**src/rtl/calc_pkg.sv**
```systemverilog
// Shared types and constants for the UART ASCII calculator sequencer.
// CALC_CRLF_EN (in calc_seq_ctrl) appends CR/LF after each result byte.
package calc_pkg;

   localparam int LAT_W = 4;
   localparam int TMO_W = 24;

   localparam logic [7:0] ASCII_PLUS  = 8'h2B;
   localparam logic [7:0] ASCII_MINUS = 8'h2D;
   localparam logic [7:0] ASCII_CR    = 8'h0D;
   localparam logic [7:0] ASCII_LF    = 8'h0A;
   localparam logic [7:0] ASCII_DIG   = 8'h30;
   localparam logic [7:0] ASCII_HI    = 8'h50;

   typedef enum logic [2:0] {
      GET_A,
      GET_B,
      GET_OP,
      WAIT,
      SEND,
      SEND_CR,
      SEND_LF
   } state_e;

endpackage

```
**src/rtl/calc_seq_ctrl_if.sv**
```systemverilog
// Byte handshake, datapath and status bundle of the calculator sequencer.
// master = sequencer side, slave = UART / datapath / board side.
interface calc_seq_ctrl_if;

   logic [7:0] rx_data;
   logic       rx_data_rdy;
   logic [7:0] tx_data;
   logic       tx_data_rdy;
   logic       tx_busy;
   logic [3:0] alu_a;
   logic [3:0] alu_b;
   logic       alu_sub;
   logic [4:0] alu_res;
   logic [4:0] leds;
   logic       err;

   modport master (
      input  rx_data, rx_data_rdy, tx_busy, alu_res,
      output tx_data, tx_data_rdy, alu_a, alu_b, alu_sub, leds, err
   );

   modport slave (
      output rx_data, rx_data_rdy, tx_busy, alu_res,
      input  tx_data, tx_data_rdy, alu_a, alu_b, alu_sub, leds, err
   );

endinterface

```
**src/rtl/calc_ascii_codec.sv**
```systemverilog
// ASCII byte -> operand nibble decode and 5-bit result -> ASCII encode.
module calc_ascii_codec
   import calc_pkg::*;
(
   input  logic [7:0] asc_i,
   output logic [3:0] nib_o,
   input  logic [4:0] res_i,
   output logic [7:0] asc_o
);

   logic hex_lo;
   logic hex_row;

   assign hex_lo  = (asc_i[3:0] >= 4'h1) && (asc_i[3:0] <= 4'h6);
   assign hex_row = (asc_i[7:4] == 4'h4) || (asc_i[7:4] == 4'h6);

   always_comb begin
      nib_o = 4'h0;
      unique case (1'b1)
         (asc_i[7:4] == 4'h3): nib_o = asc_i[3:0];
         (asc_i[7:4] == 4'h5): nib_o = asc_i[3:0];
         (hex_row && hex_lo):  nib_o = asc_i[3:0] + 4'h9;
         default:              nib_o = 4'h0;
      endcase
   end

   assign asc_o = (res_i[4] ? ASCII_HI : ASCII_DIG) + {4'h0, res_i[3:0]};

endmodule

```
**src/rtl/calc_seq_ctrl.sv**
```systemverilog
// Calculator sequencer: A, B, operator bytes in; one ASCII result byte out.
// Define CALC_CRLF_EN to follow each result with CR and LF.
module calc_seq_ctrl
   import calc_pkg::*;
#(
   parameter int ALU_LAT     = 1,
   parameter int TIMEOUT_CYC = 12000000
) (
   input  logic           clk12m,
   input  logic           rst_n,
   calc_seq_ctrl_if.master bus
);

   localparam logic [LAT_W-1:0] LAT_LAST = LAT_W'(ALU_LAT - 1);
   localparam logic [TMO_W-1:0] TMO_LAST = TMO_W'(TIMEOUT_CYC - 1);
   localparam bit               TMO_EN   = (TIMEOUT_CYC != 0);

`ifdef CALC_CRLF_EN
   localparam state_e AFTER_RES = SEND_CR;
`else
   localparam state_e AFTER_RES = GET_A;
`endif

   state_e           state_q, state_d;
   logic [3:0]       alu_a_q, alu_a_d;
   logic [3:0]       alu_b_q, alu_b_d;
   logic             alu_sub_q, alu_sub_d;
   logic [4:0]       leds_q, leds_d;
   logic [4:0]       res_q, res_d;
   logic [7:0]       tx_data_q, tx_data_d;
   logic             tx_rdy_q, tx_rdy_d;
   logic             err_q, err_d;
   logic [LAT_W-1:0] lat_cnt_q, lat_cnt_d;
   logic [TMO_W-1:0] tmo_cnt_q, tmo_cnt_d;

   logic [3:0] rx_nib;
   logic [7:0] res_asc;
   logic       rx;
   logic       op_add;
   logic       op_sub;
   logic       tx_go;
   logic       tmo_hit;

   calc_ascii_codec u_codec (
      .asc_i (bus.rx_data),
      .nib_o (rx_nib),
      .res_i (res_q),
      .asc_o (res_asc)
   );

   assign rx     = bus.rx_data_rdy;
   assign op_add = (bus.rx_data == ASCII_PLUS);
   assign op_sub = (bus.rx_data == ASCII_MINUS);
   // A strobe just issued counts as busy so strobes never abut
   assign tx_go  = !bus.tx_busy && !tx_rdy_q;
   assign tmo_hit = TMO_EN && (tmo_cnt_q == TMO_LAST) &&
                    ((state_q == GET_B) || (state_q == GET_OP));

   always_comb begin
      state_d   = state_q;
      alu_a_d   = alu_a_q;
      alu_b_d   = alu_b_q;
      alu_sub_d = alu_sub_q;
      leds_d    = leds_q;
      res_d     = res_q;
      tx_data_d = tx_data_q;
      tx_rdy_d  = 1'b0;
      err_d     = 1'b0;
      lat_cnt_d = lat_cnt_q;
      tmo_cnt_d = tmo_cnt_q;

      // Timeout wins over B/op capture; a coincident byte restarts as A
      if (tmo_hit) begin
         err_d     = 1'b1;
         tmo_cnt_d = '0;
         state_d   = GET_A;
         if (rx) begin
            alu_a_d = rx_nib;
            state_d = GET_B;
         end
      end else begin
         unique case (state_q)
            GET_A: begin
               if (rx) begin
                  alu_a_d   = rx_nib;
                  tmo_cnt_d = '0;
                  state_d   = GET_B;
               end
            end
            GET_B: begin
               if (rx) begin
                  alu_b_d   = rx_nib;
                  tmo_cnt_d = '0;
                  state_d   = GET_OP;
               end else begin
                  tmo_cnt_d = tmo_cnt_q + TMO_W'(1);
               end
            end
            GET_OP: begin
               if (rx) begin
                  tmo_cnt_d = '0;
                  if (op_add || op_sub) begin
                     alu_sub_d = op_sub;
                     lat_cnt_d = '0;
                     state_d   = WAIT;
                  end else begin
                     err_d   = 1'b1;
                     state_d = GET_A;
                  end
               end else begin
                  tmo_cnt_d = tmo_cnt_q + TMO_W'(1);
               end
            end
            WAIT: begin
               err_d = rx;
               if (lat_cnt_q == LAT_LAST) begin
                  leds_d  = bus.alu_res;
                  res_d   = bus.alu_res;
                  state_d = SEND;
               end else begin
                  lat_cnt_d = lat_cnt_q + LAT_W'(1);
               end
            end
            SEND: begin
               err_d = rx;
               if (tx_go) begin
                  tx_data_d = res_asc;
                  tx_rdy_d  = 1'b1;
                  state_d   = AFTER_RES;
               end
            end
`ifdef CALC_CRLF_EN
            SEND_CR: begin
               err_d = rx;
               if (tx_go) begin
                  tx_data_d = ASCII_CR;
                  tx_rdy_d  = 1'b1;
                  state_d   = SEND_LF;
               end
            end
            SEND_LF: begin
               err_d = rx;
               if (tx_go) begin
                  tx_data_d = ASCII_LF;
                  tx_rdy_d  = 1'b1;
                  state_d   = GET_A;
               end
            end
`endif
            default: state_d = GET_A;
         endcase
      end
   end

   always_ff @(posedge clk12m or negedge rst_n) begin
      if (!rst_n) begin
         state_q   <= GET_A;
         alu_a_q   <= '0;
         alu_b_q   <= '0;
         alu_sub_q <= 1'b0;
         leds_q    <= '0;
         res_q     <= '0;
         tx_data_q <= '0;
         tx_rdy_q  <= 1'b0;
         err_q     <= 1'b0;
         lat_cnt_q <= '0;
         tmo_cnt_q <= '0;
      end else begin
         state_q   <= state_d;
         alu_a_q   <= alu_a_d;
         alu_b_q   <= alu_b_d;
         alu_sub_q <= alu_sub_d;
         leds_q    <= leds_d;
         res_q     <= res_d;
         tx_data_q <= tx_data_d;
         tx_rdy_q  <= tx_rdy_d;
         err_q     <= err_d;
         lat_cnt_q <= lat_cnt_d;
         tmo_cnt_q <= tmo_cnt_d;
      end
   end

   assign bus.tx_data     = tx_data_q;
   assign bus.tx_data_rdy = tx_rdy_q;
   assign bus.alu_a       = alu_a_q;
   assign bus.alu_b       = alu_b_q;
   assign bus.alu_sub     = alu_sub_q;
   assign bus.leds        = leds_q;
   assign bus.err         = err_q;

endmodule

```
**src/flat_wrapper.sv**
```systemverilog
// flat-port wrapper written by rule: the top's interface ports become plain ports
module calc_seq_ctrl_flat import calc_pkg::*;
#(
   parameter int ALU_LAT     = 1,
   parameter int TIMEOUT_CYC = 12000000
)
  (clk12m, rst_n, bus_rx_data, bus_rx_data_rdy, bus_tx_busy, bus_alu_res, bus_tx_data, bus_tx_data_rdy, bus_alu_a, bus_alu_b, bus_alu_sub, bus_leds, bus_err);
  calc_seq_ctrl_if bus_i ();
  input  logic clk12m;
  input  logic rst_n;
  input wire logic [$bits(bus_i.rx_data)-1:0] bus_rx_data;
  input wire logic [$bits(bus_i.rx_data_rdy)-1:0] bus_rx_data_rdy;
  input wire logic [$bits(bus_i.tx_busy)-1:0] bus_tx_busy;
  input wire logic [$bits(bus_i.alu_res)-1:0] bus_alu_res;
  output wire logic [$bits(bus_i.tx_data)-1:0] bus_tx_data;
  output wire logic [$bits(bus_i.tx_data_rdy)-1:0] bus_tx_data_rdy;
  output wire logic [$bits(bus_i.alu_a)-1:0] bus_alu_a;
  output wire logic [$bits(bus_i.alu_b)-1:0] bus_alu_b;
  output wire logic [$bits(bus_i.alu_sub)-1:0] bus_alu_sub;
  output wire logic [$bits(bus_i.leds)-1:0] bus_leds;
  output wire logic [$bits(bus_i.err)-1:0] bus_err;
  assign bus_i.rx_data = bus_rx_data;
  assign bus_i.rx_data_rdy = bus_rx_data_rdy;
  assign bus_i.tx_busy = bus_tx_busy;
  assign bus_i.alu_res = bus_alu_res;
  assign bus_tx_data = bus_i.tx_data;
  assign bus_tx_data_rdy = bus_i.tx_data_rdy;
  assign bus_alu_a = bus_i.alu_a;
  assign bus_alu_b = bus_i.alu_b;
  assign bus_alu_sub = bus_i.alu_sub;
  assign bus_leds = bus_i.leds;
  assign bus_err = bus_i.err;
  calc_seq_ctrl #(.ALU_LAT(ALU_LAT), .TIMEOUT_CYC(TIMEOUT_CYC)) u_core (.clk12m(clk12m), .rst_n(rst_n), .bus(bus_i));
endmodule
```
**config.mk**
```make
export PLATFORM = sky130hd
export DESIGN_NAME = calc_seq_ctrl_flat
export DESIGN_NICKNAME = d
export VERILOG_FILES = /design/src/rtl/calc_pkg.sv /design/src/rtl/calc_seq_ctrl_if.sv /design/src/rtl/calc_ascii_codec.sv /design/src/rtl/calc_seq_ctrl.sv /design/src/flat_wrapper.sv
export SDC_FILE = /design/constraint.sdc
export NUM_CORES = 1
export LEC_CHECK = 0
export ABC_AREA = 1
export CORE_MARGIN = 4
export CORE_UTILIZATION = 55
export CTS_CLUSTER_SIZE = 12
export DETAILED_ROUTE_END_ITERATION = 8
export PLACE_DENSITY = 0.88
export SKIP_LAST_GASP = 1
export SYNTH_ARGS = -nofsm -noshare
export SYNTH_HDL_FRONTEND = slang
export SYNTH_HIERARCHICAL = 1
export SYNTH_SLANG_ARGS = --single-unit
```
**constraint.sdc**
```tcl
create_clock -name clk12m -period 4.6 [get_ports clk12m]
set_input_delay 0.92 -clock clk12m [delete_from_list [all_inputs] [get_ports clk12m]]
set_output_delay 0.92 -clock clk12m [all_outputs]
set_load 0.01 [all_outputs]
```
==> results of run 1 <==
==> metal layers <==
layer  share of wire  wire, um  global-route usage
met3           0.044       308             0.03495
met2            0.50      3530              0.3686
met4           0.015       102             0.05036
met5               0         0                   0
met1            0.44      3092              0.2621
==> kinds of logic (layout without fill, tap and decap cells) <==
group / after synthesis / after routing / share of synthesized area
other: 2 / 2 / 0.002291
XOR/XNOR: 14 / 14 / 0.03740
AND/OR/NAND/NOR: 270 / 270 / 0.3656
adder cells (fa/ha/maj): 7 / 7 / 0.02672
flip-flops: 55 / 55 / 0.4198
AO/OA/AOI/OAI: 31 / 31 / 0.05611
buffers and inverters: 66 / 105 / 0.09198
==> sequential cells by signal, indices dropped and copies added (netlist names) <==
signal                  count
u_core/bus.alu_a            4
u_core/bus.alu_sub          1
u_core/bus.err              1
u_core/tmo_cnt_q           24
u_core/bus.tx_data_rdy      1
u_core/bus.alu_b            4
u_core/lat_cnt_q            4
u_core/res_q                5
u_core/bus.tx_data          8
u_core/state_q              3
==> cell usage in the layout (no fill, tap or decap), drive strengths merged <==
cell           count
a21oi              4
buf                2
clkbuf             5
clkdlybuf4s50     39
clkinv             3
conb               2
dfrtp             55
ha                 7
inv               56
nand2            144
nand3             32
nand3b             2
nand4             17
nor2              68
nor3               6
o21ai             26
o21bai             1
or2                1
xnor2              4
xor2              10
==> area by class of cell <==
class	count	area, um^2
Multi-Input combinational cell	324	1600
Tap cell	72	90.09
Clock inverter	3	28.78
Clock buffer	5	68.82
Fill cell	486	1857
Inverter	56	217.7
Sequential cell	55	1376
Timing Repair Buffer	41	402.9
==> how the worst max path moves through the flow <==
| stage | slack, ns | start | to |
|---|---|---|---|
| CTS | 2.29 | bus_rx_data_rdy | u_core/tmo_cnt_q[17]$_DFFE_PN0P_ |
| detailed placement | 1.94 | bus_rx_data_rdy | u_core/tmo_cnt_q[17]$_DFFE_PN0P_ |
| global route | 2.10 | bus_rx_data_rdy | u_core/tmo_cnt_q[23]$_DFFE_PN0P_ |
| global placement | 2.01 | bus_rx_data_rdy | u_core/tmo_cnt_q[13]$_DFFE_PN0P_ |
| floorplan | 2.88 | bus_rx_data[0] | u_core/bus.alu_b[1]$_DFFE_PN0P_ |
| finish | 2.26 | bus_rx_data_rdy | u_core/tmo_cnt_q[17]$_DFFE_PN0P_ |
==> tightest hold or removal path, stage by stage (launching register included) <==
cell and delay, ns:
dfrtp_1 0.36, nand2_1 0.06, nand2_1 0.06
==> metrics by stage <==
stage / setup slack [ns] / cell area [um^2]
after floorplan: 2.879 / 3278
after global placement: 2.014 / 3687
after detailed placement: 1.937 / 3687
after CTS: 2.287 / 3785
after global routing: 2.101 / 3785
final: 2.263 / 3785
==> power groups by stage <==
stage	Clock [mW]	Combinational, mW	Sequential [mW]
4_1_cts	0.294	0.655	0.692
5_1_grt	0.316	0.727	0.709
3_3_place_gp	0	0.625	0.698
2_1_floorplan	0	0.383	0.723
3_5_place_dp	0	0.653	0.701
6_report	0.285	0.650	0.692
==> impl_metrics.env, run 1 <==
export IMPL_synth_fp_nets=469
export IMPL_hold_ws_ns=0.4967
export IMPL_synth_cell_types=34
export IMPL_timing_critical_path_to_type="register"
export IMPL_setup_repair_after_global_routing_missed_its_margin="false"
export IMPL_ys_warn_count=6
export IMPL_synth_most_common_cell="nand2_1"
export IMPL_cts_htree_levels=2
export IMPL_final_max_slew_violation_count=0
export IMPL_critical_path_max_fanout=17
export IMPL_final_layout_size_suffix_gt1_frac=0.08264
export IMPL_wire_length_of_the_first_global_routing_pass_um=12450
export IMPL_hold_depth=2
export IMPL_sw_frac_of_total=0.3965
export IMPL_vias=2932
export IMPL_grt_antenna_before_repair=0
export IMPL_critical_path_reg2reg_startpoint="u_core/tmo_cnt_q[0]$_DFFE_PN0P_"
export IMPL_tightestPinTransition_ns=0.6887
export IMPL_synth_enable_flop_cells=0
export IMPL_area_growth_syn_to_layout_pct=15.46
export IMPL_worst_ir_drop_vdd_mv=0.3728
export IMPL_grt_total_usage=0.2074
export IMPL_cell_depth_of_the_worst_flop_to_flop_path=10
export IMPL_synthesis_instances=445
export IMPL_overflow=0
export IMPL_avgViaCountPerCell=5.273
export IMPL_routability_congestion_estimate_from_global_placement=0.9004
export IMPL_yosys_area_top_type_share=0.4198
export IMPL_fp_coreArea_um2=5642
export IMPL_fmax_ghz=0.4279
export IMPL_die_width_um=85.20
export IMPL_power_density_nw_per_um2=429.8
export IMPL_hold_path_startpoint="u_core/bus.tx_data[7]$_DFFE_PN0P_"
export IMPL_netSwitchingPower_mw=0.6450
export IMPL_cp_cell_sequence="clkdlybuf4s50_1 > o21ai_4 > inv_2 > nand3b_1 > xor2_1 > nor2_1"
export IMPL_reg2reg_setup_slack_ns=2.72
export IMPL_clock_skew_ns=0.01042
export IMPL_initial_core_util=0.5811
export IMPL_synth_cell_area_um2=3278
export IMPL_numPortBuffers=40
export IMPL_postSynth_asyncResetShare=1.000
export IMPL_ys_top_cells_by_count="nand2_1 (140), dfrtp_1 (55), nor2_1 (55), inv_1 (49), nand3_1 (30)"
export IMPL_worst_path_max_delay_cell="clkdlybuf4s50_1"
export IMPL_dieHeight_um=85.20
export IMPL_critical_path_max_stage_delay_ns=0.71
export IMPL_finalSetupTns_ns=0
export IMPL_worstSetupPathType="in2reg"
export IMPL_detail_route_first_pass_iterations=4
export IMPL_hold_viol_final=0
export IMPL_cell_at_the_root_of_the_clock_tree="clkbuf_8"
export IMPL_cts_setup_buffers=0
export IMPL_cts_hold_buf=0
export IMPL_yosys_register_bits=55
export IMPL_final_period_minus_worst_setup_slack_ns=2.337
export IMPL_route_detailed_drc=0
export IMPL_syn_avg_cell_area_um2=7.367
export IMPL_io_pin_count=41
export IMPL_drt_initial_drc_count=193
export IMPL_nNetsFinal=507
export IMPL_cts_repair_resize_count=0
export IMPL_period_share=0.5081
export IMPL_grt_pass1_vias=2816
export IMPL_cts_made_buffers=5
export IMPL_timing_critical_path_from_type="input port"
export IMPL_crit_cells=6
export IMPL_worst_r2r_endpoint="u_core/bus.alu_a[1]$_DFFE_PN0P_"
export IMPL_routed_wl_um=7034
export IMPL_worst_endpoint_required_ns=4.81
export IMPL_status="finished clean"
export IMPL_internal_power_mw=0.9817
export IMPL_synth_sequential_area_ratio=0.4198
export IMPL_insertion_delay_ns=0.32
export IMPL_final_cells=556
export IMPL_clock_sinks=55
export IMPL_crit_family="buffers and inverters"
export IMPL_dominantRegCellSynth="dfrtp_1"
export IMPL_synth_top_area_cell="dfrtp_1"
export IMPL_place_hpwl_um=5399
export IMPL_post_place_cells=548
export IMPL_comb_power_share=0.400
export IMPL_grt_start_max_net_pins=56
export IMPL_post_layout_total_power_mw=1.627
export IMPL_post_synth_main_area_contributors="dfrtp_1 (42%), nand2_1 (16%), nor2_1 (6.3%)"
export IMPL_num_rows=27
export IMPL_maxCapViolCount=0
export IMPL_tritoncts="built"
export IMPL_holdCritPathClass="reg2reg"
export IMPL_timing_critical_path_buf_inv=2
export IMPL_holdPathEnd="u_core/bus.tx_data[7]$_DFFE_PN0P_"
export IMPL_route_antenna_remaining_nets=0
export IMPL_floorplan_die_area_um2=7259
export IMPL_arrival_ns=2.54
export IMPL_seqPwrFrac=0.425
export IMPL_pwr_share_clk=0.175
export IMPL_clkSlewWorstSetupHoldPaths_ns=0.10
export IMPL_p_leak_nw=1.724
export IMPL_num_antenna_cells=0
export IMPL_timing_final_setup_violations=0
export IMPL_slew_headroom=0.5409
export IMPL_ctsLongestPathBuffers=2
export IMPL_drt_wirelength_per_cell_um=12.65
export IMPL_layout_core_utilization=0.6709
Power figures use the tool's default switching activity.
==> run 2: changes to the inputs <==
--- a/config.mk
+++ b/config.mk
@@ -7,10 +7,10 @@
 export LEC_CHECK = 0
 export ABC_AREA = 1
 export CORE_MARGIN = 4
-export CORE_UTILIZATION = 55
+export CORE_UTILIZATION = 50
 export CTS_CLUSTER_SIZE = 12
 export DETAILED_ROUTE_END_ITERATION = 8
-export PLACE_DENSITY = 0.88
+export PLACE_DENSITY = 0.85
 export SKIP_LAST_GASP = 1
 export SYNTH_ARGS = -nofsm -noshare
 export SYNTH_HDL_FRONTEND = slang
==> constraint.sdc (replaced) <==
create_clock -name clk12m -period 1.9 [get_ports clk12m]
set_input_delay 0.38 -clock clk12m [delete_from_list [all_inputs] [get_ports clk12m]]
set_output_delay 0.38 -clock clk12m [all_outputs]
set_load 0.01 [all_outputs]
==> impl_metrics.env, run 2 (synthesis results as in run 1) <==
export IMPL_status="finished clean"
export IMPL_die_width_um=88.97
export IMPL_timing_final_setup_violations=0
export IMPL_arrival_ns=2.02
export IMPL_comb_power_share=0.411
export IMPL_drt_initial_drc_count=230
export IMPL_slew_headroom=0.6315
export IMPL_wire_length_of_the_first_global_routing_pass_um=12300
export IMPL_final_max_slew_violation_count=0
export IMPL_grt_antenna_before_repair=0
export IMPL_worst_ir_drop_vdd_mv=0.7958
export IMPL_num_antenna_cells=0
export IMPL_timing_critical_path_buf_inv=0
export IMPL_routed_wl_um=7164
export IMPL_numPortBuffers=40
export IMPL_worst_endpoint_required_ns=2.14
export IMPL_power_density_nw_per_um2=1037
export IMPL_place_worst_setup_slack_ns=-0.1391
export IMPL_worstSetupPathType="reg2reg"
export IMPL_fmax_ghz=0.5602
export IMPL_timing_critical_path_to_type="register"
export IMPL_clkSlewWorstSetupHoldPaths_ns=0.11
export IMPL_ctsLongestPathBuffers=2
export IMPL_num_rows=29
export IMPL_route_antenna_remaining_nets=0
export IMPL_post_place_cells=561
export IMPL_final_cells=570
export IMPL_holdCritPathClass="in2async"
export IMPL_grt_total_usage=0.1961
export IMPL_layout_cells_most_common_list="nand2_1 (140), nor2_1 (55), dfrtp_1 (55)"
export IMPL_maxCapViolCount=0
export IMPL_clock_sinks=55
export IMPL_timing_critical_path_from_type="register"
export IMPL_routability_congestion_estimate_from_global_placement=0.8864
export IMPL_area_growth_syn_to_layout_pct=18.21
export IMPL_cts_made_buffers=5
export IMPL_final_layout_size_suffix_gt1_frac=0.09939
export IMPL_cts_hold_buf=0
export IMPL_period_share=0.9395
export IMPL_hold_viol_final=0
export IMPL_grt_pass1_vias=2826
export IMPL_io_pin_count=41
export IMPL_insertion_delay_ns=0.33
export IMPL_seqPwrFrac=0.417
export IMPL_largest_register_ff_count=24
export IMPL_critPathMostFrequentCell="nand2_1"
export IMPL_floorplan_die_area_um2=7916
export IMPL_worst_path_max_delay_cell="dfrtp_1"
export IMPL_hold_ws_ns=0.02760
export IMPL_crit_family="simple AND/OR/NAND/NOR gates"
export IMPL_final_period_minus_worst_setup_slack_ns=1.785
export IMPL_initial_core_util=0.5163
export IMPL_internal_power_mw=2.432
export IMPL_critical_path_max_fanout=8
export IMPL_grt_start_max_net_pins=34
export IMPL_p_leak_nw=1.771
export IMPL_overflow=0
export IMPL_regMostFlops="u_core/tmo_cnt_q"
export IMPL_fin_ws_ns=0.1149
export IMPL_fp_coreArea_um2=6350
export IMPL_pwr_share_clk=0.173
export IMPL_cell_at_the_root_of_the_clock_tree="clkbuf_8"
export IMPL_avgViaCountPerCell=5.088
export IMPL_sw_frac_of_total=0.3949
export IMPL_route_detailed_drc=0
export IMPL_setup_repair_after_global_routing_missed_its_margin="false"
export IMPL_cts_htree_levels=2
export IMPL_vias=2900
export IMPL_critical_path_max_stage_delay_ns=0.40
export IMPL_clock_skew_ns=0.01323
export IMPL_place_hpwl_um=5372
export IMPL_netSwitchingPower_mw=1.588
export IMPL_tritoncts="built"
export IMPL_tightestPinTransition_ns=0.5528
export IMPL_nNetsFinal=516
export IMPL_detail_route_first_pass_iterations=4
export IMPL_dieHeight_um=88.97
export IMPL_cp_cell_sequence="ha_1 > nand2_1 > nor2_1 > nand2_1 > nor2_4 > nand3_4 > nand3_1 > nand2_1 > o21ai_0"
export IMPL_drt_wirelength_per_cell_um=12.57
export IMPL_final_common_cell="nand2_1"
-- run 2: changes by cell type in the layout (fill, tap and decap cells not counted), sizes merged --
| cell | delta |
|---|---|
| clkinvlp | +1 |
| clkinv | -1 |
| buf | +9 |
-- run 2: cell type report --
class / count / area [um^2]
fill: 554 / 2475
multi-input combinational: 324 / 1600
sequential: 55 / 1376
timing repair buffer: 50 / 483.0
inverter: 56 / 222.7
tap: 77 / 96.34
clock buffer: 5 / 68.82
clock inverter: 3 / 27.53
-- run 2: through the flow --
| step | TNS, ns | util | cell area, um^2 | power [mW] |
|---|---|---|---|---|
| after CTS | 0 | 0.6083 | 3862 | 4.025 |
| after global routing | 0 | 0.6102 | 3875 | 4.289 |
| after detailed placement | -0.5984 | 0.5931 | 3766 | 3.327 |
| after global placement | -0.001193 | 0.5931 | 3766 | 3.280 |
| final | 0 | 0.6102 | 3875 | 4.020 |
| after floorplan | 0 | - | 3278 | 2.679 |
-- run 2: path summary, 6_finish.rpt --
| check | cells after the start | start | endpoint | slack, ns |
|---|---|---|---|---|
| max in group asynchronous | 2 | rst_n | u_core/tmo_cnt_q[10]$_DFFE_PN0P_ | 1.30 |
| setup reg to reg | 9 | u_core/tmo_cnt_q[1]$_DFFE_PN0P_ | u_core/bus.alu_b[3]$_DFFE_PN0P_ | 0.11 |
| min in group clk12m | 2 | u_core/bus.alu_a[0]$_DFFE_PN0P_ | u_core/bus.alu_a[0]$_DFFE_PN0P_ | 0.48 |
| setup / recovery | 9 | u_core/tmo_cnt_q[1]$_DFFE_PN0P_ | u_core/bus.alu_b[3]$_DFFE_PN0P_ | 0.11 |
| hold reg to reg | 2 | u_core/bus.alu_a[0]$_DFFE_PN0P_ | u_core/bus.alu_a[0]$_DFFE_PN0P_ | 0.48 |
| hold / removal | 1 | rst_n | u_core/lat_cnt_q[3]$_DFFE_PN0P_ | 0.03 |
-- run 2: power by group through the flow --
stage                     logic, mW  registers, mW  clock network, mW
after floorplan               0.928           1.75                  0
after global placement         1.59           1.69                  0
after detailed placement       1.63           1.70                  0
after CTS                      1.64           1.68              0.708
after global routing           1.83           1.71              0.746
final                          1.65           1.68              0.694
-- run 2: timing repair --
action                     in CTS  in global routing
buffers inserted                0                  1
gates resized for setup         0                  2
setup endpoints to repair       0                 19
-- run 2: layer usage --
layer / share of wire / vias to the layer above / GRT usage
met2: 0.50 / 54 / 0.3414
li1: - / 1482 / -
met5: 0 / - / 0
met1: 0.46 / 1354 / 0.2539
met3: 0.033 / 10 / 0.03134
met4: 0.013 / 0 / 0.05548
